--- src/rtl/mram_access_sequencer.sv ---
// mram_access_sequencer: turns single/burst commands into timed MRAM strobe sequences
module mram_access_sequencer #(
  parameter int ADDR_W = 20,
  parameter int DATA_W = 16,
  parameter int LEN_W  = 8,
  parameter int WR_CYC = 4,
  parameter int RD_CYC = 3
) (
  input  logic              clk,
  input  logic              rst,
  input  logic              cmd_valid,
  output logic              cmd_ready,
  input  logic              cmd_write,
  input  logic [ADDR_W-1:0] cmd_addr,
  input  logic [LEN_W-1:0]  cmd_len,
  input  logic [1:0]        cmd_be,
  input  logic [DATA_W-1:0] wr_data,
  input  logic              wr_valid,
  output logic              wr_ready,
  output logic [DATA_W-1:0] rd_data,
  output logic              rd_valid,
  output logic              busy,
  output logic              done,
  output logic [ADDR_W-1:0] mram_addr,
  output logic [DATA_W-1:0] mram_dq_out,
  output logic              mram_dq_oe,
  input  logic [DATA_W-1:0] mram_dq_in,
  output logic              chip_en,
  output logic              write_en,
  output logic              out_en,
  output logic              lower_byte_en,
  output logic              upper_byte_en
);
  typedef enum logic [2:0] {IDLE, SETUP, WR_PULSE, WR_HOLD, RD_ACCESS, RD_GAP, DONE} state_t;
  localparam logic [7:0] WR_LAST = 8'(WR_CYC - 1);
  localparam logic [7:0] RD_LAST = 8'(RD_CYC - 1);
  state_t            state_q, state_d;
  logic [ADDR_W-1:0] addr_q, addr_d;
  logic [LEN_W-1:0]  beats_q, beats_d;
  logic              write_q, write_d;
  logic [1:0]        be_q, be_d;
  logic [7:0]        cyc_q, cyc_d;
  logic [DATA_W-1:0] dq_q, dq_d;
  logic              oe_q, oe_d;
  logic [DATA_W-1:0] rd_q, rd_d;
  logic              in_burst;
  assign in_burst      = state_q != IDLE && state_q != DONE;
  assign cmd_ready     = state_q == IDLE;
  assign busy          = state_q != IDLE;
  assign done          = state_q == DONE;
  assign rd_valid      = state_q == RD_GAP;
  assign wr_ready      = state_q == SETUP && write_q && wr_valid;
  assign chip_en       = !in_burst;
  assign write_en      = state_q != WR_PULSE;
  assign out_en        = state_q != RD_ACCESS;
  assign lower_byte_en = !(in_burst && be_q[0]);
  assign upper_byte_en = !(in_burst && be_q[1]);
  assign mram_addr     = addr_q;
  assign mram_dq_out   = dq_q;
  assign mram_dq_oe    = oe_q;
  assign rd_data       = rd_q;
  // next-state: command latch, strobe phase timing, beat/address stepping
  always_comb begin
    state_d = state_q;
    addr_d  = addr_q;
    beats_d = beats_q;
    write_d = write_q;
    be_d    = be_q;
    cyc_d   = cyc_q;
    dq_d    = dq_q;
    oe_d    = oe_q;
    rd_d    = rd_q;
    case (state_q)
      IDLE: if (cmd_valid) begin
        addr_d  = cmd_addr;
        beats_d = cmd_len;
        write_d = cmd_write;
        be_d    = cmd_be;
        state_d = SETUP;
      end
      SETUP: begin
        cyc_d = '0;
        if (!write_q) state_d = RD_ACCESS;
        else if (wr_valid) begin
          dq_d    = wr_data;
          oe_d    = 1'b1;
          state_d = WR_PULSE;
        end
      end
      WR_PULSE: begin
        cyc_d   = cyc_q + 8'd1;
        state_d = cyc_q == WR_LAST ? WR_HOLD : WR_PULSE;
      end
      RD_ACCESS: begin
        cyc_d = cyc_q + 8'd1;
        if (cyc_q == RD_LAST) begin
          rd_d    = mram_dq_in;
          state_d = RD_GAP;
        end
      end
      WR_HOLD, RD_GAP: if (beats_q == '0) begin
        oe_d    = 1'b0;
        state_d = DONE;
      end else begin
        beats_d = beats_q - LEN_W'(1);
        addr_d  = addr_q + ADDR_W'(1);
        state_d = SETUP;
      end
      default: state_d = IDLE;
    endcase
  end
  // state and datapath registers, cleared immediately on reset
  always_ff @(posedge clk or posedge rst) begin
    if (rst) begin
      state_q <= IDLE;
      addr_q  <= '0;
      beats_q <= '0;
      write_q <= 1'b0;
      be_q    <= '0;
      cyc_q   <= '0;
      dq_q    <= '0;
      oe_q    <= 1'b0;
      rd_q    <= '0;
    end else begin
      state_q <= state_d;
      addr_q  <= addr_d;
      beats_q <= beats_d;
      write_q <= write_d;
      be_q    <= be_d;
      cyc_q   <= cyc_d;
      dq_q    <= dq_d;
      oe_q    <= oe_d;
      rd_q    <= rd_d;
    end
  end
endmodule

--- config.mk ---
export PLATFORM = sky130hd
export DESIGN_NAME = mram_access_sequencer
export DESIGN_NICKNAME = d
export VERILOG_FILES = /design/src/rtl/mram_access_sequencer.sv
export SDC_FILE = /design/constraint.sdc
export NUM_CORES = 1
export LEC_CHECK = 0
export BUFFER_PORTS_ARGS = -buffer_cell sky130_fd_sc_hd__buf_4
export CAP_MARGIN = 15
export CELL_PAD_IN_SITES_DETAIL_PLACEMENT = 0
export CELL_PAD_IN_SITES_GLOBAL_PLACEMENT = 1
export CORE_ASPECT_RATIO = 0.7
export CORE_MARGIN = 8
export CORE_UTILIZATION = 34
export CTS_CLUSTER_DIAMETER = 60
export DETAILED_ROUTE_END_ITERATION = 16
export PLACE_DENSITY_LB_ADDON = 0.15
export REMOVE_ABC_BUFFERS = 1
export SYNTH_ARGS = -nofsm -noshare
export SYNTH_HDL_FRONTEND = slang
export SYNTH_SLANG_ARGS = --single-unit
--- constraint.sdc ---
create_clock -name clk -period 1.7 [get_ports clk]
set_input_delay 0 -clock clk [delete_from_list [all_inputs] [get_ports clk]]
set_output_delay 0 -clock clk [all_outputs]
set_load 0.02 [all_outputs]
==> flow_metrics.py, run 1 <==
metrics = {
    "outcome": {
        "run_status": "complete, but fails checks",
        "violations": "negative setup slack",
    },
    "routing": {
        "first_pass_iters": 5,
        "wl_per_cell_um": 16.0,
        "wl_um": 12600,
        "drt_iter0_drc": 150,
        "vias": 3847,
        "drc": 0,
        "viasPerCell": 4.91,
        "drtAntennaViolNets": 0,
    },
    "cts": {
        "cts_root_buf": "clkbuf_16",
        "clkLatencyLatePin_ps": 340,
        "clk_pin_slew_worst_paths_ps": 70,
        "cts_tree": "built",
        "cts.htree.levels": 3,
        "cts_buffers": 9,
        "clockBufferDepth": 2,
        "clkSinkCount": 75,
    },
    "min_path": {
        "hold_class": "in -> reg",
    },
    "power_and_ir_drop": {
        "clkPwrFrac_pct": 15.2,
        "pwr-share-comb_pct": 58.2,
        "p_leak_nw": 2.98,
        "p_total_w": 0.0120,
        "p_int_w": 0.00704,
        "p_per_area_nw_per_um2": 1840,
        "seqPwrFrac_pct": 26.6,
        "switching_share_pct": 41.4,
        "p_sw_w": 0.00496,
        "ir_worst_vdd_mv": 0.742,
    },
    "placed_design": {
        "hpwl_um": 8520,
        "routabilityCongestion": 0.818,
        "place_ws_ps": -271,
        "io_buffer_count": 129,
    },
    "timing": {
        "rsz0062_at_grt": "yes",
        "min_period_ps": 1960,
        "slew_viol_final": 0,
        "timing.fmax_ghz": 0.511,
        "tightestPinTransition_ps": 415,
        "fin_tns_setup_ps": -6200,
        "fin_skew_ps": 9.34,
        "hold_viol": 0,
        "period_share_pct": 115,
        "finalWorstSetupSlack_ps": -256,
        "fin_hold_ws_ps": 12.9,
        "finalSetupViolCount": 32,
        "relSlewSlack_pct": 72.1,
    },
    "flow_run": {
        "maxCapViolCount": 0,
    },
    "synth": {
        "synth_area_leaders": "dfrtp_1 49%, mux2_2 9.7%, nand2_1 4.1%",
        "syn-instance-count": 376,
        "yosysWarnings": 0,
        "yosys_register_bits": 75,
        "yosys.area.top_type": "dfrtp_1",
        "synth_area_per_cell_um2": 10.2,
        "synth_cell_type_count": 54,
        "synth_top_area_share_pct": 48.9,
        "ys_seq_area_share_pct": 48.9,
        "syn_area_um2": 3840,
    },
    "critical_path": {
        "crit_type": "reg -> reg",
        "worstSetupEndpointType": "flip-flop",
        "cp.arrival_ps": 2170,
        "worstSetupStartpointType": "flip-flop",
        "path_max_fanout": 8,
        "critPathRequiredTime_ps": 1920,
    },
    "finish": {
        "nets": 698,
        "multi_input_area_um2": 1890,
        "fillers": 930,
        "area.growth.synth_to_final_pct": 70.2,
        "drive_above_1_share_pct": 46.8,
        "ff_latch_area_um2": 1880,
        "n_antenna_cell": 0,
    },
    "grt": {
        "grt_pass1_vias": 3820,
        "grt_max_degree": 76,
        "grt-ovfl-total": 0,
        "track_usage_pct": 16.3,
        "gr-usage-met3_pct": 3.77,
        "gr-usage-met2_pct": 24.5,
        "top_usage_layer": "met2",
        "grtUsageMet1_pct": 23.3,
        "grt_pass1_wl_um": 19900,
        "antenna_found_initial": 0,
    },
    "floorplanning": {
        "row_count": 32,
        "start_util_pct": 34.9,
        "io_pins": 130,
        "die_w_um": 143,
        "fp.coreArea_um2": 11000,
        "fp.dieH_um": 105,
        "die_area_um2": 15000,
    },
}
repair_timing:
action / CTS / global route
pin swaps: 2 / 14
cloned: 0 / 2
endpoints found under the setup margin: 33 / 57
hold buffers: 55 / 1
hold endpoints to repair: 129 / 1
gates resized for setup: 10 / 32
setup buffers: 4 / 13
power groups by stage:
stage / Sequential [W] / Combinational, W / Clock [W]
6_report: 0.00319 / 0.00699 / 0.00182
3_3_place_gp: 0.00316 / 0.00625 / 0
5_1_grt: 0.00330 / 0.00756 / 0.00194
3_5_place_dp: 0.00319 / 0.00630 / 0
4_1_cts: 0.00317 / 0.00655 / 0.00187
2_1_floorplan: 0.00404 / 0.00236 / 0
synthesized netlist by cell type, drive strengths merged:
cell type and n:
nand2 44, or3 4, o21ai 36, a41o 1, a2bb2oi 4, a21oi 23
dfrtp 75, a22o 3, o22ai 11, xor2 2, a211oi 1, a311oi 2
mux2i 3, nand2b 1, nor3 11, o211ai 3, clkbuf 3, and3 2
a21o 3, a31oi 5, nand4b 1, nand3 20, buf 16, nand3b 1
mux2 35, a22oi 6, nor2 22, a21boi 1, nor3b 2, ha 5
and4 1, inv 14, or4b 1, nor4 4, nand4 6, and2 3
a31o 1
cell type report:
cell class | instances | area share [%]
clock buffers | 9 | 3.45
repair buffers | 258 | 34.2
clock inverters | 7 | 0.900
inverters | 14 | 0.843
multi-input cells | 268 | 28.9
well taps | 153 | 2.93
flip-flops and latches | 75 | 28.8
cells in the final DEF (no fill, tap or decap), types with 4 or more instances in the layout:
cell	Yosys	routed
buf_4	1	187
dfrtp_1	75	72
dlygate4sd3_1	0	56
nand2_1	42	40
mux2_2	33	33
o21ai_0	30	27
nor2_1	22	20
nand3_1	19	19
a21oi_1	23	19
clkbuf_16	0	11
inv_1	14	10
o22ai_1	11	9
nor3_1	9	8
buf_12	1	8
a22oi_1	6	6
nand4_1	5	5
a31oi_1	5	5
o21ai_2	5	5
buf_6	4	5
nand2_2	2	4
ha_1	5	4
path summary, 6_finish.rpt:
kind,start,end,slack (ps),cells after the start
setup / recovery,beats_q[1],mram_addr[10],-260,8
hold / removal,cmd_addr[16],mram_addr[16],10,3
setup reg to reg,beats_q[1],mram_addr[10],-260,8
hold reg to reg,mram_dq_out[11],mram_dq_out[11],490,1
max in group asynchronous,rst,state_q[0],1040,4
min in group asynchronous,rst,rd_data[5],340,4
registers in the layout, summed over array words and instances, names as in the netlist:
register,cells
be_q,2
write_q,1
mram_dq_oe,1
state_q,3
cyc_q,8
rd_data,16
beats_q,8
mram_dq_out,16
mram_addr,20
worst max-delay path, stage by stage (launching register included):
cell	delay, ps
dfrtp_1	390
inv_2	70
ha_2	140
or4b_4	470
o211ai_4	230
and2_4	220
buf_12	140
a21oi_1	50
a2bb2oi_1	130
kinds of logic after synthesis:
kind of cell	count (synthesis)	share of synthesized area [%]
AO/OA/AOI/OAI	100	16.5
AND/OR/NAND/NOR	123	16.1
multiplexers	38	11.1
XOR/XNOR	2	0.946
buffers and inverters	33	4.83
flip-flops	75	48.9
adder cells (fa/ha/maj)	5	1.63
metrics by stage:
| step | cell area [um2] | utilization, % | instances |
|---|---|---|---|
| 4_1_cts | 6270 | 56.9 | 770 |
| 3_3_place_gp | 5370 | 48.8 | 695 |
| 6_report | 6530 | 59.3 | 784 |
| 3_5_place_dp | 5370 | 48.8 | 695 |
| 2_1_floorplan | 3700 | - | 357 |
| 5_1_grt | 6530 | 59.3 | 784 |
routing by layer:
metal / share of wire, % / vias up
met3: 6.5 / 8
met2: 45 / 111
met5: 0 / -
li1: - / 1868
met1: 48 / 1860
met4: 0.69 / 0
No activity file was read; power rests on OpenSTA's default activity.
==> run 2, diff against run 1 <==
- CORE_UTILIZATION: 34 -> 30
==> run 2 against run 1 <==
Effect of this change: non-clock buffer count shrank 3; critical endpoint unchanged; cell count grew 0.77%; routed wire length grew 4.5%; clock skew shrank 4.5 ps; the run ends with negative hold slack, negative setup slack left.
==> flow_metrics.py, run 2 (same netlist as run 1, synthesis figures left out) <==
metrics = {
    "outcome": {
        "run_status": "complete, but fails checks",
        "violations": "negative hold slack, negative setup slack",
    },
    "grt": {
        "track_usage_pct": 14.8,
        "grt_pass1_wl_um": 20000,
        "antenna_found_initial": 0,
        "grt_pass1_vias": 3727,
        "grt_max_degree": 76,
        "grt-ovfl-total": 0,
    },
    "critical_path": {
        "crit_path_cell_trace": "inv_2, ha_4, or4b_4, o211ai_4, and2_4, buf_12, a21oi_1, a2bb2oi_1",
        "cp_slowest_cell": "or4b_4",
        "worstSetupEndpointType": "flip-flop",
        "slowest_delay_ps": 470,
        "path_delay_family": "simple AND/OR/NAND/NOR gates",
        "crit_buf_inv": 2,
        "r2r_slack_ps": -250,
        "cp.arrival_ps": 2170,
        "critPathRequiredTime_ps": 1920,
        "crit_type": "reg -> reg",
        "path_max_fanout": 8,
        "worstSetupStartpointType": "flip-flop",
    },
    "timing": {
        "timing.fmax_ghz": 0.513,
        "period_share_pct": 115,
        "finalWorstSetupSlack_ps": -249,
        "tightestPinTransition_ps": 444,
        "fin_tns_setup_ps": -6580,
        "slew_viol_final": 0,
        "hold_viol": 1,
        "finalSetupViolCount": 32,
        "min_period_ps": 1950,
        "fin_skew_ps": 4.83,
        "fin_hold_ws_ps": -17.8,
        "rsz0062_at_grt": "yes",
        "relSlewSlack_pct": 70.1,
    },
    "flow_run": {
        "maxCapViolCount": 0,
    },
    "floorplanning": {
        "fp.coreArea_um2": 12500,
        "die_w_um": 151,
        "row_count": 34,
        "die_area_um2": 16700,
        "fp.dieH_um": 111,
        "start_util_pct": 30.8,
        "io_pins": 130,
    },
    "routing": {
        "first_pass_iters": 4,
        "drt_iter0_drc": 170,
        "vias": 3755,
        "drc": 0,
        "wl_per_cell_um": 16.6,
        "wl_um": 13100,
        "drtAntennaViolNets": 0,
        "viasPerCell": 4.75,
    },
    "placed_design": {
        "routabilityCongestion": 0.793,
        "dp.cells": 703,
        "io_buffer_count": 129,
        "hpwl_um": 8970,
        "place_ws_ps": -276,
    },
    "finish": {
        "drive_above_1_share_pct": 46.8,
        "n_antenna_cell": 0,
        "fillers": 1151,
        "fin_util_pct": 52.3,
        "mostFrequentLayoutCells": "189 x buf_4, 72 x dfrtp_1, 53 x dlygate4sd3_1, 40 x nand2_1, 33 x mux2_2",
        "fin_cells": 790,
        "area.growth.synth_to_final_pct": 69.7,
        "nets": 695,
        "largest_reg_flops": 20,
        "final_common_cell": "buf_4",
    },
    "min_path": {
        "hold_class": "in -> reg",
    },
    "cts": {
        "cts_buffers": 9,
        "clockBufferDepth": 2,
        "cts_root_buf": "clkbuf_16",
        "clkSinkCount": 75,
        "clk_pin_slew_worst_paths_ps": 60,
        "cts_tree": "built",
        "clkLatencyLatePin_ps": 330,
        "cts.htree.levels": 3,
    },
    "power_and_ir_drop": {
        "ir_worst_vdd_mv": 0.991,
        "p_per_area_nw_per_um2": 1860,
        "p_leak_nw": 2.97,
    },
}
run 2: cell types whose count changed in the layout (fill, tap and decap cells not counted), moves of 2 or more:
cell and delta:
buf_4 +2, a21oi_1 +2, buf_6 -2, dlygate4sd3_1 -3
run 2: path summary, 6_finish.rpt:
check	from	to	cells after the start
max in group asynchronous	rst	mram_addr[19]	4
worst min register to register	mram_dq_oe	mram_dq_oe	2
worst max-delay path	beats_q[0]	mram_addr[10]	8
min in group asynchronous	rst	mram_dq_out[14]	4
worst max register to register	beats_q[0]	mram_addr[10]	8
worst min-delay path	cmd_addr[13]	mram_addr[13]	3
run 2: where the power goes:
group,switching (W),internal (W)
sequential,0.000573,0.00262
clock,0.000822,0.00101
combinational,0.00365,0.00347
total,0.00504,0.00710
run 2: repair_timing:
action	CTS	global route
hold buffers	53	0
hold endpoints to repair	127	0
endpoints found under the setup margin	50	54
resized for setup	13	24
gates cloned	0	3
pin swaps	2	16
buffers inserted	10	5
run 2: worst register-to-register path, delay by kind of cell (launching register included):
kind	cells	cell delay, ps
compound gates	3	400
fa+ha+maj	1	120
buf+inv	2	230
flops	1	400
simple gates	2	700
run 2: routing by layer:
layer,track usage (%),up-vias,wire (um)
li1,-,1860,-
met1,20.8,1799,6450
met2,22.2,92,5920
met3,3.51,4,699
met4,3.75,0,73
met5,0,-,0
run 2: area by class of cell:
class / instances / area [um2] / share of cell area [%]
clock inverters: 7 / 58.8 / 0.903
clock buffers: 9 / 225 / 3.46
well taps: 162 / 203 / 3.11
inverters: 14 / 52.6 / 0.807
multi-input cells: 268 / 1900 / 29.1
flip-flops and latches: 75 / 1880 / 28.9
repair buffers: 255 / 2200 / 33.7
run 2: per-stage QoR:
stage	total power (W)	area (um2)	hold WS, ps
4_1_cts	0.0118	6310	1.26
3_5_place_dp	0.00952	5380	139
6_report	0.0121	6510	-17.8
5_1_grt	0.0129	6510	23.4
3_3_place_gp	0.00943	5380	141
2_1_floorplan	0.00640	3700	109
